## config.mk

```make
export PLATFORM = sky130hd
export DESIGN_NAME = lsu_unit
export DESIGN_NICKNAME = d
export VERILOG_FILES = /design/src/rtl/lsu_unit_pkg.sv /design/src/rtl/lsu_unit_align.sv /design/src/rtl/lsu_unit.sv
export SDC_FILE = /design/constraint.sdc
export NUM_CORES = 1
export LEC_CHECK = 0
export CAP_MARGIN = 20
export CORE_MARGIN = 2
export CORE_UTILIZATION = 48
export CTS_BUF_LIST = sky130_fd_sc_hd__clkbuf_8
export DETAILED_ROUTE_END_ITERATION = 8
export PLACE_DENSITY = 0.95
export SLEW_MARGIN = 20
export SYNTH_ARGS = -nofsm -noshare
export SYNTH_HDL_FRONTEND = slang
export SYNTH_SLANG_ARGS = --single-unit
```

## constraint.sdc

```tcl
create_clock -name clk_i -period 2.5 [get_ports clk_i]
set_input_delay 0.5 -clock clk_i [delete_from_list [all_inputs] [get_ports clk_i]]
set_output_delay 0.5 -clock clk_i [all_outputs]
set_load 0.05 [all_outputs]
```

## src/rtl/lsu_unit_pkg.sv

```systemverilog
// Shared types and constants for the load/store unit.
package lsu_unit_pkg;

  // Access size encodings as driven by execute; 2'b11 behaves as a word.
  localparam logic [1:0] SIZE_BYTE = 2'b00;
  localparam logic [1:0] SIZE_HALF = 2'b01;
  localparam logic [1:0] SIZE_WORD = 2'b10;

  typedef enum logic [1:0] {
    ST_IDLE   = 2'd0,
    ST_REQ    = 2'd1,
    ST_WAIT_R = 2'd2
  } lsu_state_e;

  // A half must sit on an even address, a word on a multiple of four.
  function automatic logic is_misaligned(input logic [1:0] size, input logic [1:0] addr_lo);
    logic mis;
    case (size)
      SIZE_BYTE: mis = 1'b0;
      SIZE_HALF: mis = addr_lo[0];
      default:   mis = (addr_lo != 2'b00);
    endcase
    return mis;
  endfunction

endpackage

```

## src/rtl/lsu_unit_align.sv

```systemverilog
// Combinational lane logic: store byte enables / replication and
// load lane selection with sign or zero extension.
module lsu_align
  import lsu_unit_pkg::*;
#(
  parameter int XLEN = 32
) (
  input  logic [1:0]      st_size_i,
  input  logic [1:0]      st_off_i,
  input  logic [XLEN-1:0] st_data_i,
  output logic [3:0]      st_be_o,
  output logic [XLEN-1:0] st_data_o,
  input  logic [1:0]      ld_size_i,
  input  logic            ld_unsigned_i,
  input  logic [1:0]      ld_off_i,
  input  logic [XLEN-1:0] ld_word_i,
  output logic [XLEN-1:0] ld_data_o
);

  // Store side: replicate the right-aligned data into every lane so the
  // byte enables alone decide which lane memory takes.
  always_comb begin
    st_be_o   = 4'b1111;
    st_data_o = st_data_i;
    case (st_size_i)
      SIZE_BYTE: begin
        st_be_o   = 4'b0001 << st_off_i;
        st_data_o = {(XLEN/8){st_data_i[7:0]}};
      end
      SIZE_HALF: begin
        st_be_o   = 4'b0011 << {st_off_i[1], 1'b0};
        st_data_o = {(XLEN/16){st_data_i[15:0]}};
      end
      default: ;
    endcase
  end

  // Load side: pick the addressed lane and extend it to the full width.
  always_comb begin
    ld_data_o = ld_word_i;
    case (ld_size_i)
      SIZE_BYTE: begin
        if (ld_unsigned_i)
          ld_data_o = {{(XLEN-8){1'b0}}, ld_word_i[{ld_off_i, 3'b000} +: 8]};
        else
          ld_data_o = {{(XLEN-8){ld_word_i[{ld_off_i, 3'b111}]}},
                       ld_word_i[{ld_off_i, 3'b000} +: 8]};
      end
      SIZE_HALF: begin
        if (ld_unsigned_i)
          ld_data_o = {{(XLEN-16){1'b0}}, ld_word_i[{ld_off_i[1], 4'b0000} +: 16]};
        else
          ld_data_o = {{(XLEN-16){ld_word_i[{ld_off_i[1], 4'b1111}]}},
                       ld_word_i[{ld_off_i[1], 4'b0000} +: 16]};
      end
      default: ;
    endcase
  end

endmodule

```

## src/rtl/lsu_unit.sv

```systemverilog
// Load/store unit: one access per instruction over a handshaked bus,
// stalling the PC until the access completes, aborts or is rejected.
module lsu_unit
  import lsu_unit_pkg::*;
#(
  parameter int XLEN    = 32,
  parameter int TIMEOUT = 255
) (
  input  logic            clk_i,
  input  logic            rst_i,
  input  logic            req_valid_i,
  output logic            req_ready_o,
  input  logic            req_we_i,
  input  logic [1:0]      req_size_i,
  input  logic            req_unsigned_i,
  input  logic [XLEN-1:0] req_addr_i,
  input  logic [XLEN-1:0] req_wdata_i,
  input  logic [4:0]      req_rd_i,
  output logic            stall_o,
  output logic            bus_req_o,
  input  logic            bus_gnt_i,
  output logic            bus_we_o,
  output logic [XLEN-1:0] bus_addr_o,
  output logic [3:0]      bus_be_o,
  output logic [XLEN-1:0] bus_wdata_o,
  input  logic            bus_rvalid_i,
  input  logic [XLEN-1:0] bus_rdata_i,
  output logic            wb_en_o,
  output logic [4:0]      wb_addr_o,
  output logic [XLEN-1:0] wb_data_o,
  output logic            misalign_o,
  output logic            timeout_o
);

  localparam int CNT_W = $clog2(TIMEOUT + 1);

  lsu_state_e      state_q, state_d;
  logic [CNT_W-1:0] cnt_q, cnt_d;
  logic [1:0]      size_q, size_d;
  logic            uns_q, uns_d;
  logic [1:0]      off_q, off_d;
  logic [4:0]      rd_q, rd_d;
  logic            bus_req_q, bus_req_d;
  logic            bus_we_q, bus_we_d;
  logic [XLEN-1:0] bus_addr_q, bus_addr_d;
  logic [3:0]      bus_be_q, bus_be_d;
  logic [XLEN-1:0] bus_wdata_q, bus_wdata_d;
  logic            wb_en_q, wb_en_d;
  logic [4:0]      wb_addr_q, wb_addr_d;
  logic [XLEN-1:0] wb_data_q, wb_data_d;
  logic            misalign_q, misalign_d;
  logic            timeout_q, timeout_d;

  logic [3:0]      st_be;
  logic [XLEN-1:0] st_wdata;
  logic [XLEN-1:0] ld_data;
  logic            req_misalign;
  logic            idle_ready;

  lsu_align #(.XLEN(XLEN)) u_align (
    .st_size_i     (req_size_i),
    .st_off_i      (req_addr_i[1:0]),
    .st_data_i     (req_wdata_i),
    .st_be_o       (st_be),
    .st_data_o     (st_wdata),
    .ld_size_i     (size_q),
    .ld_unsigned_i (uns_q),
    .ld_off_i      (off_q),
    .ld_word_i     (bus_rdata_i),
    .ld_data_o     (ld_data)
  );

  assign req_misalign = is_misaligned(req_size_i, req_addr_i[1:0]);
  // The cycle after a load writeback or a timeout, execute still shows the
  // finished instruction (the PC advances at the end of that cycle), so it
  // must not be taken a second time.
  assign idle_ready   = ~(wb_en_q | timeout_q);
  assign req_ready_o  = (state_q == ST_IDLE) & idle_ready;

  // Stall decision: hold the PC while an accepted access is outstanding.
  always_comb begin
    stall_o = 1'b0;
    case (state_q)
      ST_IDLE:   stall_o = req_valid_i & idle_ready & ~req_misalign;
      ST_REQ:    stall_o = ~(bus_gnt_i & bus_we_q);
      ST_WAIT_R: stall_o = 1'b1;
      default:   stall_o = 1'b0;
    endcase
  end

  // Next-state and next-output computation for the access sequencer.
  always_comb begin
    state_d     = state_q;
    cnt_d       = cnt_q;
    size_d      = size_q;
    uns_d       = uns_q;
    off_d       = off_q;
    rd_d        = rd_q;
    bus_req_d   = bus_req_q;
    bus_we_d    = bus_we_q;
    bus_addr_d  = bus_addr_q;
    bus_be_d    = bus_be_q;
    bus_wdata_d = bus_wdata_q;
    wb_en_d     = 1'b0;
    wb_addr_d   = wb_addr_q;
    wb_data_d   = wb_data_q;
    misalign_d  = 1'b0;
    timeout_d   = 1'b0;
    case (state_q)
      ST_IDLE: begin
        if (req_valid_i && idle_ready) begin
          if (req_misalign) begin
            misalign_d = 1'b1;
          end else begin
            size_d      = req_size_i;
            uns_d       = req_unsigned_i;
            off_d       = req_addr_i[1:0];
            rd_d        = req_rd_i;
            bus_req_d   = 1'b1;
            bus_we_d    = req_we_i;
            bus_addr_d  = {req_addr_i[XLEN-1:2], 2'b00};
            bus_be_d    = st_be;
            bus_wdata_d = st_wdata;
            state_d     = ST_REQ;
          end
        end
      end
      ST_REQ: begin
        if (bus_gnt_i) begin
          bus_req_d = 1'b0;
          cnt_d     = '0;
          state_d   = bus_we_q ? ST_IDLE : ST_WAIT_R;
        end
      end
      ST_WAIT_R: begin
        if (bus_rvalid_i) begin
          wb_en_d   = 1'b1;
          wb_addr_d = rd_q;
          wb_data_d = ld_data;
          state_d   = ST_IDLE;
        end else if (cnt_q == CNT_W'(TIMEOUT - 1)) begin
          timeout_d = 1'b1;
          state_d   = ST_IDLE;
        end else begin
          cnt_d = cnt_q + CNT_W'(1);
        end
      end
      default: state_d = ST_IDLE;
    endcase
  end

  // State and registered outputs, cleared by synchronous reset.
  always_ff @(posedge clk_i) begin
    if (rst_i) begin
      state_q     <= ST_IDLE;
      cnt_q       <= '0;
      size_q      <= 2'b00;
      uns_q       <= 1'b0;
      off_q       <= 2'b00;
      rd_q        <= 5'd0;
      bus_req_q   <= 1'b0;
      bus_we_q    <= 1'b0;
      bus_addr_q  <= '0;
      bus_be_q    <= 4'b0000;
      bus_wdata_q <= '0;
      wb_en_q     <= 1'b0;
      wb_addr_q   <= 5'd0;
      wb_data_q   <= '0;
      misalign_q  <= 1'b0;
      timeout_q   <= 1'b0;
    end else begin
      state_q     <= state_d;
      cnt_q       <= cnt_d;
      size_q      <= size_d;
      uns_q       <= uns_d;
      off_q       <= off_d;
      rd_q        <= rd_d;
      bus_req_q   <= bus_req_d;
      bus_we_q    <= bus_we_d;
      bus_addr_q  <= bus_addr_d;
      bus_be_q    <= bus_be_d;
      bus_wdata_q <= bus_wdata_d;
      wb_en_q     <= wb_en_d;
      wb_addr_q   <= wb_addr_d;
      wb_data_q   <= wb_data_d;
      misalign_q  <= misalign_d;
      timeout_q   <= timeout_d;
    end
  end

  assign bus_req_o   = bus_req_q;
  assign bus_we_o    = bus_we_q;
  assign bus_addr_o  = bus_addr_q;
  assign bus_be_o    = bus_be_q;
  assign bus_wdata_o = bus_wdata_q;
  assign wb_en_o     = wb_en_q;
  assign wb_addr_o   = wb_addr_q;
  assign wb_data_o   = wb_data_q;
  assign misalign_o  = misalign_q;
  assign timeout_o   = timeout_q;

endmodule

```

# Yosys cells after proc, flatten, opt, wreduce, memory -nomap -nowiden
# Cells that the tools add are included.
# op_classes
order_cmp	2
shifts	4
n_div	0
add_sub_neg	1
reduce_logical	15
eq_ne	11
bitwise	11
muxes	29
mul	0
# op_table
operator	count
32-bit one-hot mux with 2 select lines	2
32-bit 2-to-1 mux	2
32-bit by 6-bit variable part select with 16-bit output	1
32-bit by 6-bit variable part select with 8-bit output	1
8-bit 2-to-1 mux	3
8-bit one-hot mux with 2 select lines	1
5-bit by 6-bit less-than comparator with 1-bit output (second input constant)	2
2-bit 2-to-1 mux	6
4-bit AND reduction	3
1-bit 2-to-1 mux	9
8-bit by 1-bit adder with 8-bit output (second input constant)	1
8-bit equality test (second input constant)	1
2-bit inequality test (second input constant)	4
4-bit one-hot mux with 2 select lines	1
2-bit by 1-bit equality test with 1-bit output (second input constant)	3
2-bit logical NOT	3
1-bit inverter	6
2-bit one-hot mux with 3 select lines	1
2-bit nonzero test	3
3-bit OR reduction	2
1-bit AND	4
1-bit one-hot mux with 2 select lines	2
1-bit by 2-bit << shifter with 4-bit output (first input constant)	1
2-bit by 2-bit << shifter with 4-bit output (first input constant)	1
other kinds (10)	10
# totals
wordCells	89
input_bits	110
memories	0
mem_bits_rw	0
mem_bits_ro	0
ff_bits	128
latchBits	0

# Longest topological paths before layout
# Gate-level depths: netlist of the first run.
# logic_depth
word_depth	5
ltp_mapped	8

# Modules after synthesis
# Synthesis of the first run repeated with hierarchy kept, for this count alone.
# hier_totals
hier_cells	740
hier_area_um2	5856.9
# modules_own_cells
mod	cells_each	seq_area_each_um2	n_inst	area_each_um2
lsu_unit	584	2562.5	1	4682.0
lsu_align	156	0.0	1	1174.9

# Worst setup path before layout of the first run
# No wires, ideal clock.
# synth_timing
path_kind	register to output
startpoint	reg timeout_q (netlist: timeout_o)
endpoint	out req_ready_o
slack_ns	-0.048
n_path_buf	0
arrival_time_ns	2.048
path_stages_with_launch	2
cell_sequence	dfxtp_1 > nor4_1
# synth_between
elab_chain_cells	3
# synth_lines
element	line_no	text
start: declaration	lsu_unit.sv:52	logic timeout_q, timeout_d;
start signal: assignment	lsu_unit.sv:187	timeout_q <= timeout_d;
1-bit OR	lsu_unit.sv:77	assign idle_ready = ~(wb_en_q | timeout_q);
1-bit inverter	lsu_unit.sv:77	
1-bit AND	lsu_unit.sv:78	assign req_ready_o = (state_q == ST_IDLE) & idle_ready;
end: declaration	lsu_unit.sv:12	output logic req_ready_o,
# Every way passes these cells.

# Worst setup path in the final report of the first run
# layout_timing
startpoint	in req_addr_i[1]
endpoint	out stall_o
# layout_between
elab_chain_cells	5
# layout_lines
element	line_no	text
start: declaration	lsu_unit.sv:16	input logic [XLEN-1:0] req_addr_i,
2-bit nonzero test	lsu_unit_pkg.sv:21	default: mis = (addr_lo != 2'b00);
1-bit one-hot mux with 2 select lines	lsu_unit_pkg.sv:18	case (size)
1-bit inverter (no line)	--	
1-bit AND	lsu_unit.sv:84	ST_IDLE: stall_o = req_valid_i & idle_ready & ~req_misalign;
1-bit one-hot mux with 3 select lines	lsu_unit.sv:83	case (state_q)
end: declaration	lsu_unit.sv:19	output logic stall_o,
# Every way passes these cells.

==> flow_summary.toml, run 1 <==
[run_status]
run_status = "complete, no violations"

[placed_design]
io_buffer_count = 219
placed_cells_incl_taps = 1012
place.gp.congestion = 0.857
hpwlAfterDp_um = 12300

[clock_tree]
tritoncts_buffer_count = 17
cts_repair_resize_count = 1
clock_tree.htree_level_count = 4
clk_path_buf_depth = 2
cts_root_buffer = "clkbuf_8"
tritoncts_clock_tree = "built"
worst_skew_pair.late_latency_ps = 430
cts_hold_repair.buffers = 0
clk_pin_slew_worst_paths_ps = 70
cts_post_setup_buffers_inserted = 0
numClockSinks = 128

[die]
placeableCoreArea_um2 = 11300
total_die_area_um2 = 12400
io_pins = 222
die_width_um = 111
num_rows = 39
fp.dieH_um = 111
initial_core_util_pct = 49.0

[worst_setup_path]
critPathMaxFanout = 4
worstPathCellList = "clkdlybuf4s50_1 -> o21ai_1 -> nand4_1 -> nand3_1 -> buf_12"
reg2reg_slack_ps = 600
crit_path_start_kind = "input port"
timing_worst_setup_path_type = "in -> out"
cp.arrival_ps = 1910
critical_path.slowest_cell = "clkdlybuf4s50_1"
rr_worst_depth = 4
critical_path.max_stage_delay_ps = 430
critical_path.top_delay_family = "buffers and inverters"
crit_path_end_kind = "output port"
r2r-start = "size_q[0]$_SDFFE_PP0P_"
reg2reg_to = "wb_data_o[0]$_SDFFE_PP0P_"
cp_num_buf_inv = 2
worst-endpoint-required_ps = 2000

[yosys]
yosys.cell_count.top_type = "nand2_1"
yosysWarnings = 0
yosys_register_bits = 128
post_synth_main_area_contributors = "dfxtp_1, nand2_1, a21oi_1"
yosysTopAreaCell = "dfxtp_1"
post_synth_inst_count = 686
yosysSeqAreaShare_pct = 46.2
syn_avg_cell_area_um2 = 8.08
synthTopCellsByCount = "nand2_1, dfxtp_1, a21oi_1"
top_ff_cell_synth = "dfxtp_1"
netlist-cell-type-count = 50
synth_enable_flop_cells = 0
synth_top_cell_area_share_pct = 46.2
synthArstFlopShare_pct = 0
synthesis.area_um2 = 5540

[timing]
maxSlewViolCount = 0
fin_hold_ws_ps = 454
clock-skew-final_ps = 9.71
fmax_ghz = 0.415
slew-limit-headroom_pct = 60.5
final-setup-viol-count = 0
finalHoldViolCount = 0
unrepaired_setup_endpoints_after_global_routing = "no"
finalWorstPathRequiredPeriod_ps = 2410
min_period_over_period_pct = 96.5
worst_slew_pin_slew_ps = 592
tns_ps = 0

[final_layout]
finish.net_count = 1000
layout_cell_share_with_drive_strength_beyond_1_pct = 7.11
multi_input_area_um2 = 2710
layout.area.seq_um2 = 2560
flow.area_growth_from_synthesis_pct = 48.9
final-instance-count-excl-fill = 1044
n_fill_cell = 815

[worst_hold_path]
hold_path_end = "bus_addr_o[3]$_SDFFE_PP0P_"
hold_depth = 2
timing.hold.worst.class = "reg -> reg"
hold_path.startpoint = "bus_addr_o[3]$_SDFFE_PP0P_"

[flow_run]
max_cap_viol_count = 0

[pwr]
worst_ir_drop_on_vdd_v = 0.000483
power_per_cell_area_nw_per_um2 = 599
power_leakage_nw = 2.91

[grt]
grt_usage_pct = 27.8
grt_remaining_overflow = 0
grt_pass1_wl_um = 28100
grt_start_max_net_pins = 64
use_met3_pct = 8.66
via_count_of_the_first_global_routing_pass = 5784
grt_antenna_before_repair = 1
grtUsageMet1_pct = 32.1
busiest_layer = "met2"
grt_use_met2_pct = 46.9

[detailed_routing]
first_pass_iters = 5
wl_um = 17300
drt-wirelength-per-cell_um = 16.5
drc_errors = 0
num_vias = 5821
detail-route-antenna-nets = 0
viasPerCell = 5.58
drt_iter0_drc = 460
cell families after synthesis:
kind of cell	Yosys count	synth area share, %
AO/OA/AOI/OAI	177	20.2
flip-flops	128	46.2
other	1	0.0676
AND/OR/NAND/NOR	289	22.6
multiplexers	27	5.30
adder cells (fa/ha/maj)	2	0.451
buffers and inverters	62	5.17
flip-flops by register name (all words and copies together) (netlist names):
name / count
bus_wdata_o: 32
wb_data_o: 32
bus_addr_o: 30
cnt_q: 8
rd_q: 5
wb_addr_o: 5
bus_be_o: 4
off_q: 2
size_q: 2
state_q: 2
bus_req_o: 1
bus_we_o: 1
misalign_o: 1
timeout_o: 1
uns_q: 1
wb_en_o: 1
area by class of cell:
class | count | share of cell area [%]
inverters | 4 | 0.182
clock buffers | 21 | 3.50
well taps | 143 | 2.17
repair buffers | 240 | 29.1
multi-input cells | 497 | 32.8
flip-flops and latches | 128 | 31.0
clock inverters | 10 | 1.17
diodes | 1 | 0.0303
worst max-delay path by stage:
stage	startpoint	to	slack (ps)	cells past startpoint
after detailed placement	req_addr_i[1]	stall_o	130	5
after global placement	req_addr_i[0]	stall_o	160	5
after floorplan	timeout_o$_SDFF_PP0_	stall_o	270	4
final	req_addr_i[1]	stall_o	90	5
after global routing	req_addr_i[1]	stall_o	30	5
after CTS	req_addr_i[1]	stall_o	130	5
placed cells by master (no fill, tap or decap), drive strengths merged, types with 9 or more instances in the layout:
cell / count
a211oi: 37
a21oi: 75
a311oi: 10
buf: 23
clkbuf: 21
clkdlybuf4s50: 216
dfxtp: 128
mux2: 9
mux2i: 17
nand2: 179
nand3b: 11
nor2: 60
o21ai: 26
tightest hold or removal path: stages (launching register included):
cell	delay (ps)
dfxtp_1	310
nand2_1	50
a21oi_1	50
metrics by stage:
stage | total power (W) | instance area, um2 | setup slack, ps | utilization [%]
6_report | 0.00494 | 8260 | 88.0 | 72.9
2_1_floorplan | 0.00281 | 5550 | 274 | -
4_1_cts | 0.00496 | 8250 | 132 | 72.9
3_3_place_gp | 0.00324 | 7870 | 160 | 69.5
5_1_grt | 0.00514 | 8260 | 29.0 | 72.9
3_5_place_dp | 0.00325 | 7870 | 132 | 69.5
power by group:
part / total (W) / switching, W / internal [W]
sequential: 0.00218 / 0.0000569 / 0.00213
clock: 0.00173 / 0.000763 / 0.000966
combinational: 0.00103 / 0.000610 / 0.000420
routing by layer:
layer | part of all wire, % | vias to the layer above
li1 | - | 2791
met2 | 48 | 275
met5 | 0 | -
met4 | 3.8 | 0
met3 | 8.3 | 41
met1 | 40 | 2714
Power figures use the tool's default switching activity.
==> run 2: changes to the inputs <==
--- a/config.mk
+++ b/config.mk
@@ -9,6 +9,7 @@
 export CORE_MARGIN = 2
 export CORE_UTILIZATION = 48
 export CTS_BUF_LIST = sky130_fd_sc_hd__clkbuf_8
+export CTS_CLUSTER_DIAMETER = 150
 export DETAILED_ROUTE_END_ITERATION = 8
 export PLACE_DENSITY = 0.95
 export SLEW_MARGIN = 20
==> results of run 2 <==
Same layout as run 1: the final DEF is identical, and so are final timing and power.
